`src/rtl/mul_const_11_recon.sv`:
```
// Rebuilds X = Q*DIVISOR + R from a quotient/remainder pair, digit-serial MSB-first (Horner),
// using a shift-add constant multiply per quotient digit.
module mul_const_11_recon #(
   parameter  int unsigned WIDTH      = 16,
   parameter  int unsigned DIVISOR    = 11,
   parameter  int unsigned DIGIT_BITS = 4,
   localparam int unsigned RW         = $clog2(DIVISOR),
   localparam int unsigned XW         = WIDTH + RW
) (
   input  logic          clk,
   input  logic          rst,
   input  logic          in_valid,
   output logic          in_ready,
   input  logic [WIDTH-1:0] in_q,
   input  logic [RW-1:0] in_r,
   output logic          out_valid,
   input  logic          out_ready,
   output logic [XW-1:0] out_x,
   output logic          out_err
);

   localparam int unsigned NDIG = WIDTH / DIGIT_BITS;
   localparam int unsigned CW   = (NDIG > 1) ? $clog2(NDIG) : 1;
   localparam int unsigned DW   = $clog2(DIVISOR + 1);

   typedef enum logic [1:0] {IDLE, RUN, DONE} state_t;

   state_t               state_q, state_d;
   logic [XW-1:0]        acc_q, acc_d;
   logic [WIDTH-1:0]     q_q, q_d;
   logic [RW-1:0]        r_q, r_d;
   logic [CW-1:0]        cnt_q, cnt_d;
   logic                 err_q, err_d;
   logic [DIGIT_BITS-1:0] digit;
   logic [XW-1:0]        prod;
   logic                 last;

   // Quotient is shifted left each RUN cycle so the current digit always sits at the top.
   assign digit = q_q[WIDTH-1 -: DIGIT_BITS];
   assign last  = (cnt_q == CW'(NDIG - 1));

   // Constant multiply digit*DIVISOR as a sum of shifted copies, one per set divisor bit.
   always_comb begin
      prod = '0;
      for (int unsigned i = 0; i < DW; i++) begin
         if (((DIVISOR >> i) & 32'd1) != 32'd0) begin
            prod = prod + (XW'(digit) << i);
         end
      end
   end

   always_comb begin
      state_d = state_q;
      acc_d   = acc_q;
      q_d     = q_q;
      r_d     = r_q;
      cnt_d   = cnt_q;
      err_d   = err_q;
      case (state_q)
         IDLE: begin
            if (in_valid) begin
               q_d     = in_q;
               r_d     = in_r;
               acc_d   = '0;
               cnt_d   = '0;
               err_d   = (32'(in_r) >= DIVISOR);
               state_d = RUN;
            end
         end
         RUN: begin
            // Remainder folds in on the final digit, zero-extended.
            acc_d = (acc_q << DIGIT_BITS) + prod + (last ? XW'(r_q) : '0);
            q_d   = q_q << DIGIT_BITS;
            cnt_d = cnt_q + CW'(1);
            if (last) begin
               state_d = DONE;
            end
         end
         DONE: begin
            if (out_ready) begin
               state_d = IDLE;
            end
         end
         default: state_d = IDLE;
      endcase
   end

   always_ff @(posedge clk) begin
      if (rst) begin
         state_q <= IDLE;
         acc_q   <= '0;
         q_q     <= '0;
         r_q     <= '0;
         cnt_q   <= '0;
         err_q   <= 1'b0;
      end else begin
         state_q <= state_d;
         acc_q   <= acc_d;
         q_q     <= q_d;
         r_q     <= r_d;
         cnt_q   <= cnt_d;
         err_q   <= err_d;
      end
   end

   assign in_ready  = (state_q == IDLE);
   assign out_valid = (state_q == DONE);
   assign out_x     = acc_q;
   assign out_err   = err_q;

endmodule
```
`config.mk`:
```
export PLATFORM = sky130hd
export DESIGN_NAME = mul_const_11_recon
export DESIGN_NICKNAME = d
export VERILOG_FILES = /design/src/rtl/mul_const_11_recon.sv
export SDC_FILE = /design/constraint.sdc
export NUM_CORES = 1
export LEC_CHECK = 0
export ABC_AREA = 1
export ABC_CLOCK_PERIOD_IN_PS = 4000
export CAP_MARGIN = 20
export CORE_ASPECT_RATIO = 0.75
export CORE_MARGIN = 5
export CORE_UTILIZATION = 35
export CTS_CLUSTER_DIAMETER = 100
export DETAILED_ROUTE_END_ITERATION = 6
export GPL_TIMING_DRIVEN = 0
export PLACE_DENSITY = 0.67
export SLEW_MARGIN = 20
export SYNTH_ARGS = -nofsm -noshare
export SYNTH_HDL_FRONTEND = slang
export SYNTH_SLANG_ARGS = --single-unit
export TNS_END_PERCENT = 1
```
`constraint.sdc`:
```
create_clock -name clk -period 4 [get_ports clk]
set_input_delay 1.2 -clock clk [delete_from_list [all_inputs] [get_ports clk]]
set_output_delay 1.2 -clock clk [all_outputs]
set_load 0.01 [all_outputs]
```
==> flow_summary.ini, run 1 <==
[cts]
h-tree-depth = 2
cts_root_buf = clkbuf_8
clkTransAtPathRegs_ns = 0.09
clk_path_buf_depth = 2
cts_resized = 0
cts_buffers = 5
hold_buffers = 0
cts_tree = built
cts_setup_buffers = 0
clk_latency_ns = 0.30
cts_sinks = 45

[timing]
worst_slack_ns = 0.812
timing.fmax_mhz = 314
finalHoldViolCount = 0
fin_tns_setup_ns = 0
period_needed_ns = 3.19
tightest_slew_ns = 0.612
rsz0062_at_grt = false
finClkSkew_ns = 0.0147
slew_viol_final = 0
max-slew-margin-rel_pct = 59.2
period_share_pct = 79.7
finalSetupViolations = 0

[synthesis]
synth_edf_count = 0
ys_warn_count = 0
synth_top_flop_cell = dfxtp_1
synth_top_area_share_pct = 33.0
async_reset_ff_share_pct = 0
yosysTopAreaCell = dfxtp_1
synthTopCellsByArea = dfxtp_1, nand2_1, ha_1, inv_1, a21oi_1
seq_area_frac_synth_pct = 33.0
synth_nets = 427
syn_avg_cell_area_um2 = 7.19
synth_cell_types = 33
netlist_instances = 380
synth_area_um2 = 2730
synth-seq-cells = 45

[power]
p_int_uw = 725
p_clk_share_pct = 28.7
p_leak_nw = 1.50
finalPower_mw = 1.04
ir_drop_mv = 0.167
pwr-share-comb_pct = 23.8
p_sw_share_pct = 30.6
p_per_area_nw_per_um2 = 307
p_switching_uw = 319
power_frac_seq_pct = 47.4

[critical_path]
cp.required_ns = 4.17
crit_chain = ha_1 > nand2_1 > fa_1 > inv_1 > ha_1 > ha_1 > fa_1 > nand2_1 > nand2_1 > and2_1 > nand2_1 > nand2_2 > or2_0 > nand3_1 > a21oi_1
critPathLaunchType = flip-flop
critical-path-top-delay-family = adder cells
cp-end-kind = flip-flop
path_class = reg -> reg
crit_top_cell = nand2_1
slowest_delay_ns = 0.50
cp_num_buf_inv = 1
critPathMaxFanout = 6
slowest_stage = fa_1
worstPathArrival_ns = 3.36

[global_routing]
antenna_found_initial = 0
grt_pass1_vias = 2313
grt_max_degree = 15
grt_use_total_pct = 14.2
grt_pass1_wl_um = 11400
overflow = 0

[drt]
routedWlPerCell_um = 12.6
drc_errors = 0
drt_iter0_markers = 115
wl_um = 6740
via_per_inst = 4.72
dr.pass1.iters = 4
num_vias = 2521
antenna_left = 0

[outcome]
outcome = complete, no violations

[final_layout]
area_growth_pct = 24.6
fin_area_um2 = 3410
drive_gt1_share_pct = 7.85
final_common_cell = nand2_1
instances_no_fill = 534
final_nets = 479
final_cell_mix = nand2_1, inv_1, dfxtp_1, clkdlybuf4s50_1
num_antenna_cells = 0

[floorplan]
start_util_pct = 36.6
dieArea_um2 = 9690
die_x_um = 112
num_io_pins = 47
die_y_um = 86.5
fp.coreArea_um2 = 7470
rows = 27

[hold_path]
hold_class = reg -> reg

[flow_run]
cap_violations = 0

[placement]
port_buffers = 45
detailed_place_hpwl_um = 5430
placed_area_um2 = 3310
dp_slack_ns = 0.824
dpl.cell_count = 526
place.gp.congestion = 0.869
==> area by class of cell <==
type	instances	area (um2)
well taps	101	126
flip-flops and latches	45	901
inverters	53	199
clock inverters	2	13.8
multi-input cells	265	1530
repair buffers	45	450
plain buffers	17	106
fillers	727	4060
clock buffers	6	82.6
==> kinds of logic after synthesis <==
| logic type | synth area share, % |
|---|---|
| compound gates | 16.3 |
| fa+ha+maj | 12.2 |
| buf+inv | 11.2 |
| flops | 33.0 |
| simple gates | 27.4 |
==> metrics by stage <==
step | utilization [%] | hold slack [ns]
final | 45.6 | 0.466
after global routing | 45.6 | 0.488
after CTS | 45.6 | 0.467
after detailed placement | 44.3 | 0.454
after global placement | 44.3 | 0.452
after floorplan | - | 0.441
==> worst register-to-register path, delay by kind of cell, from the launching register on <==
family | cells | cell delay [ns]
DFF | 1 | 0.36
buffers and inverters | 1 | 0.04
AOI/OAI and AO/OA | 1 | 0.06
and+or+nand+nor | 8 | 0.88
adders and majority gates | 5 | 1.71
==> registers in the layout (all words and copies together), names as in the netlist <==
name     count
out_err      1
q_q         16
out_x       20
state_q      2
cnt_q        2
r_q          4
==> power by group through the flow <==
stage | sequential (mW) | combinational (mW) | clock [mW]
after global routing | 0.499 | 0.281 | 0.328
after floorplan | 0.503 | 0.165 | 0
after CTS | 0.495 | 0.250 | 0.306
after global placement | 0.505 | 0.246 | 0
final | 0.495 | 0.249 | 0.300
after detailed placement | 0.506 | 0.248 | 0
==> cells in the mapped netlist, types with 4 or more instances <==
cell,count
clkbuf_1,5
o21ai_0,5
buf_4,4
nand2_1,90
nand3_1,26
buf_2,4
nand3b_1,4
a21oi_1,33
nor2_1,33
a211oi_1,21
ha_1,17
fa_1,6
dfxtp_1,45
inv_1,50
==> worst paths after layout <==
path / depth (start not counted) / slack, ns / endpoint / from
setup / recovery: 15 / 0.81 / out_x[10]$_SDFFE_PP0P_ / cnt_q[0]$_SDFFE_PP0P_
hold reg to reg: 2 / 0.47 / q_q[3]$_SDFFE_PP0P_ / q_q[3]$_SDFFE_PP0P_
setup reg to reg: 15 / 0.81 / out_x[10]$_SDFFE_PP0P_ / cnt_q[0]$_SDFFE_PP0P_
hold / removal: 2 / 0.47 / q_q[3]$_SDFFE_PP0P_ / q_q[3]$_SDFFE_PP0P_
==> metal layers <==
metal	vias up	track usage [%]	share of wire [%]
met3	5	3.42	4.8
met5	-	0	0
met4	0	1.64	0.40
li1	1344	-	-
met1	1131	21.2	54
met2	41	21.4	41
Power figures use the tool's default switching activity.
==> inputs of run 2 (changes only) <==
--- a/config.mk
+++ b/config.mk
@@ -6,7 +6,7 @@
 export NUM_CORES = 1
 export LEC_CHECK = 0
 export ABC_AREA = 1
-export ABC_CLOCK_PERIOD_IN_PS = 4000
+export ABC_CLOCK_PERIOD_IN_PS = 2750
 export CAP_MARGIN = 20
 export CORE_ASPECT_RATIO = 0.75
 export CORE_MARGIN = 5
@@ -14,7 +14,7 @@
 export CTS_CLUSTER_DIAMETER = 100
 export DETAILED_ROUTE_END_ITERATION = 6
 export GPL_TIMING_DRIVEN = 0
-export PLACE_DENSITY = 0.67
+export PLACE_DENSITY = 0.69
 export SLEW_MARGIN = 20
 export SYNTH_ARGS = -nofsm -noshare
 export SYNTH_HDL_FRONTEND = slang
==> constraint.sdc (replaced) <==
create_clock -name clk -period 2.75 [get_ports clk]
set_input_delay 0.825 -clock clk [delete_from_list [all_inputs] [get_ports clk]]
set_output_delay 0.825 -clock clk [all_outputs]
set_load 0.01 [all_outputs]
==> flow_summary.ini, run 2 (same netlist as run 1, synthesis figures left out) <==
[drt]
routedWlPerCell_um = 13.3
wl_um = 7190
num_vias = 2647
antenna_left = 0
drt_iter0_markers = 164
drc_errors = 0
via_per_inst = 4.90
dr.pass1.iters = 5

[critical_path]
cp.required_ns = 2.94
worstPathArrival_ns = 2.98
critPathLaunchType = flip-flop
cp-end-kind = flip-flop
critPathMaxFanout = 6
path_class = reg -> reg

[timing]
finalSetupViolations = 1
fin_tns_setup_ns = -0.0450
max-slew-margin-rel_pct = 60.5
period_share_pct = 102
slew_viol_final = 0
whs_ns = 0.470
finalHoldViolCount = 0
timing.fmax_mhz = 358
period_needed_ns = 2.80
tightest_slew_ns = 0.593
finClkSkew_ns = 0.00545
rsz0062_at_grt = true
worst_slack_ns = -0.0450

[cts]
cts_tree = built
cts_buffers = 5
h-tree-depth = 2
cts_sinks = 45
clk_latency_ns = 0.31
clk_path_buf_depth = 2
cts_root_buf = clkbuf_8
clkTransAtPathRegs_ns = 0.09

[global_routing]
antenna_found_initial = 0
grt_pass1_wl_um = 11600
grt_use_total_pct = 14.9
grt_max_degree = 16
overflow = 0
grt_pass1_vias = 2388

[power]
p_sw_share_pct = 29.3
p_switching_uw = 513
finalPower_mw = 1.75
power_frac_seq_pct = 41.1
ir_drop_mv = 0.210
p_leak_nw = 1.56
pwr-share-comb_pct = 22.9
p_int_mw = 1.24
p_clk_share_pct = 35.9
p_per_area_nw_per_um2 = 487

[outcome]
outcome = complete, but fails checks
violations = setup timing

[floorplan]
rows = 27
fp.coreArea_um2 = 7470
die_y_um = 86.5
num_io_pins = 47
start_util_pct = 36.6
dieArea_um2 = 9690
die_x_um = 112

[placement]
detailed_place_hpwl_um = 5360
place.gp.congestion = 0.868
port_buffers = 45
dp_slack_ns = -0.198
dpl.cell_count = 526

[hold_path]
hold_class = reg -> reg

[final_layout]
instances_no_fill = 540
area_growth_pct = 31.6
largest_reg_flops = 20
multi_input_area_um2 = 1620
final_common_cell = nand2_1
nFillCells = 725
drive_gt1_share_pct = 14.8
final_nets = 485
final_cell_mix = nand2_1, inv_1, clkdlybuf4s50_1
ff_latch_area_um2 = 908
num_antenna_cells = 0

[flow_run]
cap_violations = 0
## run 2: layout make-up
class | instances | area share [%]
Clock buffer | 5 | 1.91
Timing Repair Buffer | 51 | 13.8
Multi-Input combinational cell | 265 | 45.1
Inverter | 53 | 5.53
Sequential cell | 45 | 25.3
Tap cell | 101 | 3.51
Clock inverter | 3 | 1.91
Buffer | 17 | 2.96
## run 2: repair_timing
action	4_1_cts	5_1_grt
setup endpoints to repair	10	12
resized for setup	16	10
hold buffers	0	0
pin swaps	10	9
buffers inserted	5	1
## run 2: worst max-delay path, cell delays in order (launching register included)
cell     delay, ns
dfxtp_4       0.37
ha_4          0.15
nand2_2       0.05
fa_2          0.52
inv_2         0.04
ha_4          0.21
ha_4          0.16
fa_2          0.40
nand2_2       0.09
nand2_2       0.06
and2_4        0.15
nand2_4       0.06
nand2_4       0.06
or2_0         0.21
nand3_1       0.08
a21oi_2       0.06
## run 2: per-layer routing
| layer | track usage, % | vias to the layer above | wire [um] |
|---|---|---|---|
| li1 | - | 1349 | - |
| met1 | 21.4 | 1231 | 3630 |
| met2 | 22.4 | 61 | 3080 |
| met3 | 3.14 | 6 | 409 |
| met4 | 4.26 | 0 | 67 |
| met5 | 0 | - | 0 |
## run 2: path summary, 6_finish.rpt
kind                                              from                     end  slack, ns  depth (start not counted)
worst min register to register  out_x[16]$_SDFFE_PP0P_  out_x[16]$_SDFFE_PP0P_       0.47                          2
worst max register to register   cnt_q[0]$_SDFFE_PP0P_  out_x[10]$_SDFFE_PP0P_      -0.05                         15
worst max-delay path             cnt_q[0]$_SDFFE_PP0P_  out_x[10]$_SDFFE_PP0P_      -0.05                         15
worst min-delay path            out_x[16]$_SDFFE_PP0P_  out_x[16]$_SDFFE_PP0P_       0.47                          2
## run 2: power groups by stage
stage               clock network [mW]  registers [mW]  logic [mW]
floorplan                            0           0.733       0.240
global placement                     0           0.735       0.359
detailed placement                   0           0.736       0.362
CTS                              0.633           0.721       0.393
global route                     0.662           0.726       0.448
finish                           0.629           0.721       0.402
## run 2: metrics by stage
step,cell area (um2),utilization [%]
global placement,3330,44.6
global route,3600,48.2
CTS,3560,47.7
detailed placement,3330,44.6
floorplan,2750,-
finish,3600,48.2
==> inputs of run 3 (changes only) <==
--- a/config.mk
+++ b/config.mk
@@ -15,6 +15,7 @@
 export DETAILED_ROUTE_END_ITERATION = 6
 export GPL_TIMING_DRIVEN = 0
 export PLACE_DENSITY = 0.69
+export REMOVE_ABC_BUFFERS = 1
 export SLEW_MARGIN = 20
 export SYNTH_ARGS = -nofsm -noshare
 export SYNTH_HDL_FRONTEND = slang
==> flow_summary.ini, run 3 (same netlist as run 1, synthesis figures left out) <==
[drt]
via_per_inst = 4.73
num_vias = 2514
wl_um = 6620
routedWlPerCell_um = 12.5
dr.pass1.iters = 5
antenna_left = 0
drc_errors = 0
drt_iter0_markers = 104

[timing]
tightest_slew_ns = 0.757
finClkSkew_ns = 0.00868
slew_viol_final = 0
fin_tns_setup_ns = 0
worst_slack_ns = 0.0357
finalHoldViolCount = 0
period_needed_ns = 2.71
max-slew-margin-rel_pct = 49.4
period_share_pct = 98.7
timing.fmax_mhz = 368
finalSetupViolations = 0
rsz0062_at_grt = true
whs_ns = 0.466

[global_routing]
met3_usage_pct = 3.42
use_met1_pct = 18.6
grt_pass1_vias = 2331
overflow = 0
busiest_layer = met2
grt_pass1_wl_um = 10900
antenna_found_initial = 0
gr-usage-met2_pct = 22.4
grt_max_degree = 51
grt_use_total_pct = 13.6

[hold_path]
hold_end = q_q[9]$_SDFFE_PP0P_
hold_class = reg -> reg
hold_path_startpoint = q_q[9]$_SDFFE_PP0P_
min_path_cells = 2

[critical_path]
slowest_stage = fa_1
cp-end-kind = flip-flop
crit_top_cell = nand2_1
cp_num_buf_inv = 3
cp.required_ns = 2.98
timing.rr.end = out_x[17]$_SDFFE_PP0P_
worstPathArrival_ns = 2.95
critPathLaunchType = flip-flop
crit_chain = inv_4 > fa_1 > inv_2 > fa_1 > buf_6 > ha_4 > nand2_1 > nand2_1 > and2_4 > nand2_4 > nand2_4 > nand2_1 > nand2_1 > nand3_1 > a21oi_1
r2r_start = q_q[15]$_SDFFE_PP0P_
critical-path-top-delay-family = adder cells
slowest_delay_ns = 0.55
rr_worst_depth = 15
worst-r2r-setup-slack_ns = 0.04
path_class = reg -> reg
critPathMaxFanout = 6

[final_layout]
final_nets = 477
largest_reg_flops = 20
drive_gt1_share_pct = 16.3
nFillCells = 751
final_common_cell = nand2_1
num_antenna_cells = 0
fin_area_um2 = 3600
area_growth_pct = 31.7
final_cell_mix = nand2_1, inv_1, clkdlybuf4s50_1
fin_util_pct = 48.2

[power]
p_per_area_nw_per_um2 = 458
ir_drop_mv = 0.291
p_leak_nw = 1.56

[cts]
cts_root_buf = clkbuf_8
clk_latency_ns = 0.30
clkTransAtPathRegs_ns = 0.09
clk_path_buf_depth = 2
h-tree-depth = 2
cts_sinks = 45
cts_tree = built
hold_buffers = 0
cts_buffers = 5

[floorplan]
die_y_um = 86.5
dieArea_um2 = 9690
die_x_um = 112
num_io_pins = 47
fp.coreArea_um2 = 7470
rows = 27
start_util_pct = 36.6

[placement]
placed_area_um2 = 3230
port_buffers = 46
detailed_place_hpwl_um = 4640
dp_slack_ns = -0.410
place.gp.congestion = 0.831

[flow_run]
cap_violations = 0

[outcome]
outcome = complete, no violations
## run 3: cell count changes in the layout (fill, tap and decap cells not counted), sizes merged
| cell | delta |
|---|---|
| buf | -3 |
| bufinv | -1 |
| clkbuf | -5 |
## run 3: layer usage
| metal | part of all wire (%) | up-vias | wire length (um) |
|---|---|---|---|
| met2 | 43 | 56 | 2860 |
| met4 | 1.3 | 0 | 87 |
| met3 | 5.7 | 12 | 374 |
| met1 | 50 | 1119 | 3300 |
| li1 | - | 1327 | - |
| met5 | 0 | - | 0 |
## run 3: worst min-delay path: stages, from the launching register on
cell      delay [ns]
dfxtp_1         0.31
inv_1           0.06
a211oi_1        0.06
## run 3: what timing repair did
| item | CTS | global route |
|---|---|---|
| endpoints found under the setup margin | 11 | 15 |
| pin swaps | 9 | 12 |
| gates resized for setup | 20 | 21 |
| setup buffers | 7 | 5 |
## run 3: area by class of cell
class / instances / area, um2 / share of cell area, %
Multi-Input combinational cell: 265 / 1660 / 46.1
Sequential cell: 45 / 908 / 25.2
Timing Repair Buffer: 60 / 597 / 16.6
Inverter: 53 / 201 / 5.60
Tap cell: 101 / 126 / 3.51
Clock buffer: 5 / 68.8 / 1.91
Clock inverter: 2 / 38.8 / 1.08
## run 3: worst max-delay path by stage
stage	startpoint	endpoint	slack (ns)	cells past startpoint
5_1_grt	q_q[15]$_SDFFE_PP0P_	out_x[10]$_SDFFE_PP0P_	-0.09	13
3_5_place_dp	cnt_q[0]$_SDFFE_PP0P_	out_x[10]$_SDFFE_PP0P_	-0.41	15
3_3_place_gp	cnt_q[0]$_SDFFE_PP0P_	out_x[10]$_SDFFE_PP0P_	-0.45	15
6_report	q_q[15]$_SDFFE_PP0P_	out_x[17]$_SDFFE_PP0P_	0.04	15
2_1_floorplan	cnt_q[0]$_SDFFE_PP0P_	out_x[10]$_SDFFE_PP0P_	-0.13	15
4_1_cts	cnt_q[1]$_SDFFE_PP0P_	out_x[10]$_SDFFE_PP0P_	-0.03	15
## run 3: through the flow
stage	power, mW	instances
finish	1.65	531
global route	1.74	531
CTS	1.61	525
detailed placement	1.08	511
global placement	1.06	510
floorplan	0.941	363
## run 3: report_power, final
| group | internal [mW] | switching (mW) |
|---|---|---|
| logic | 0.195 | 0.224 |
| clock network | 0.269 | 0.239 |
| registers | 0.694 | 0.0268 |
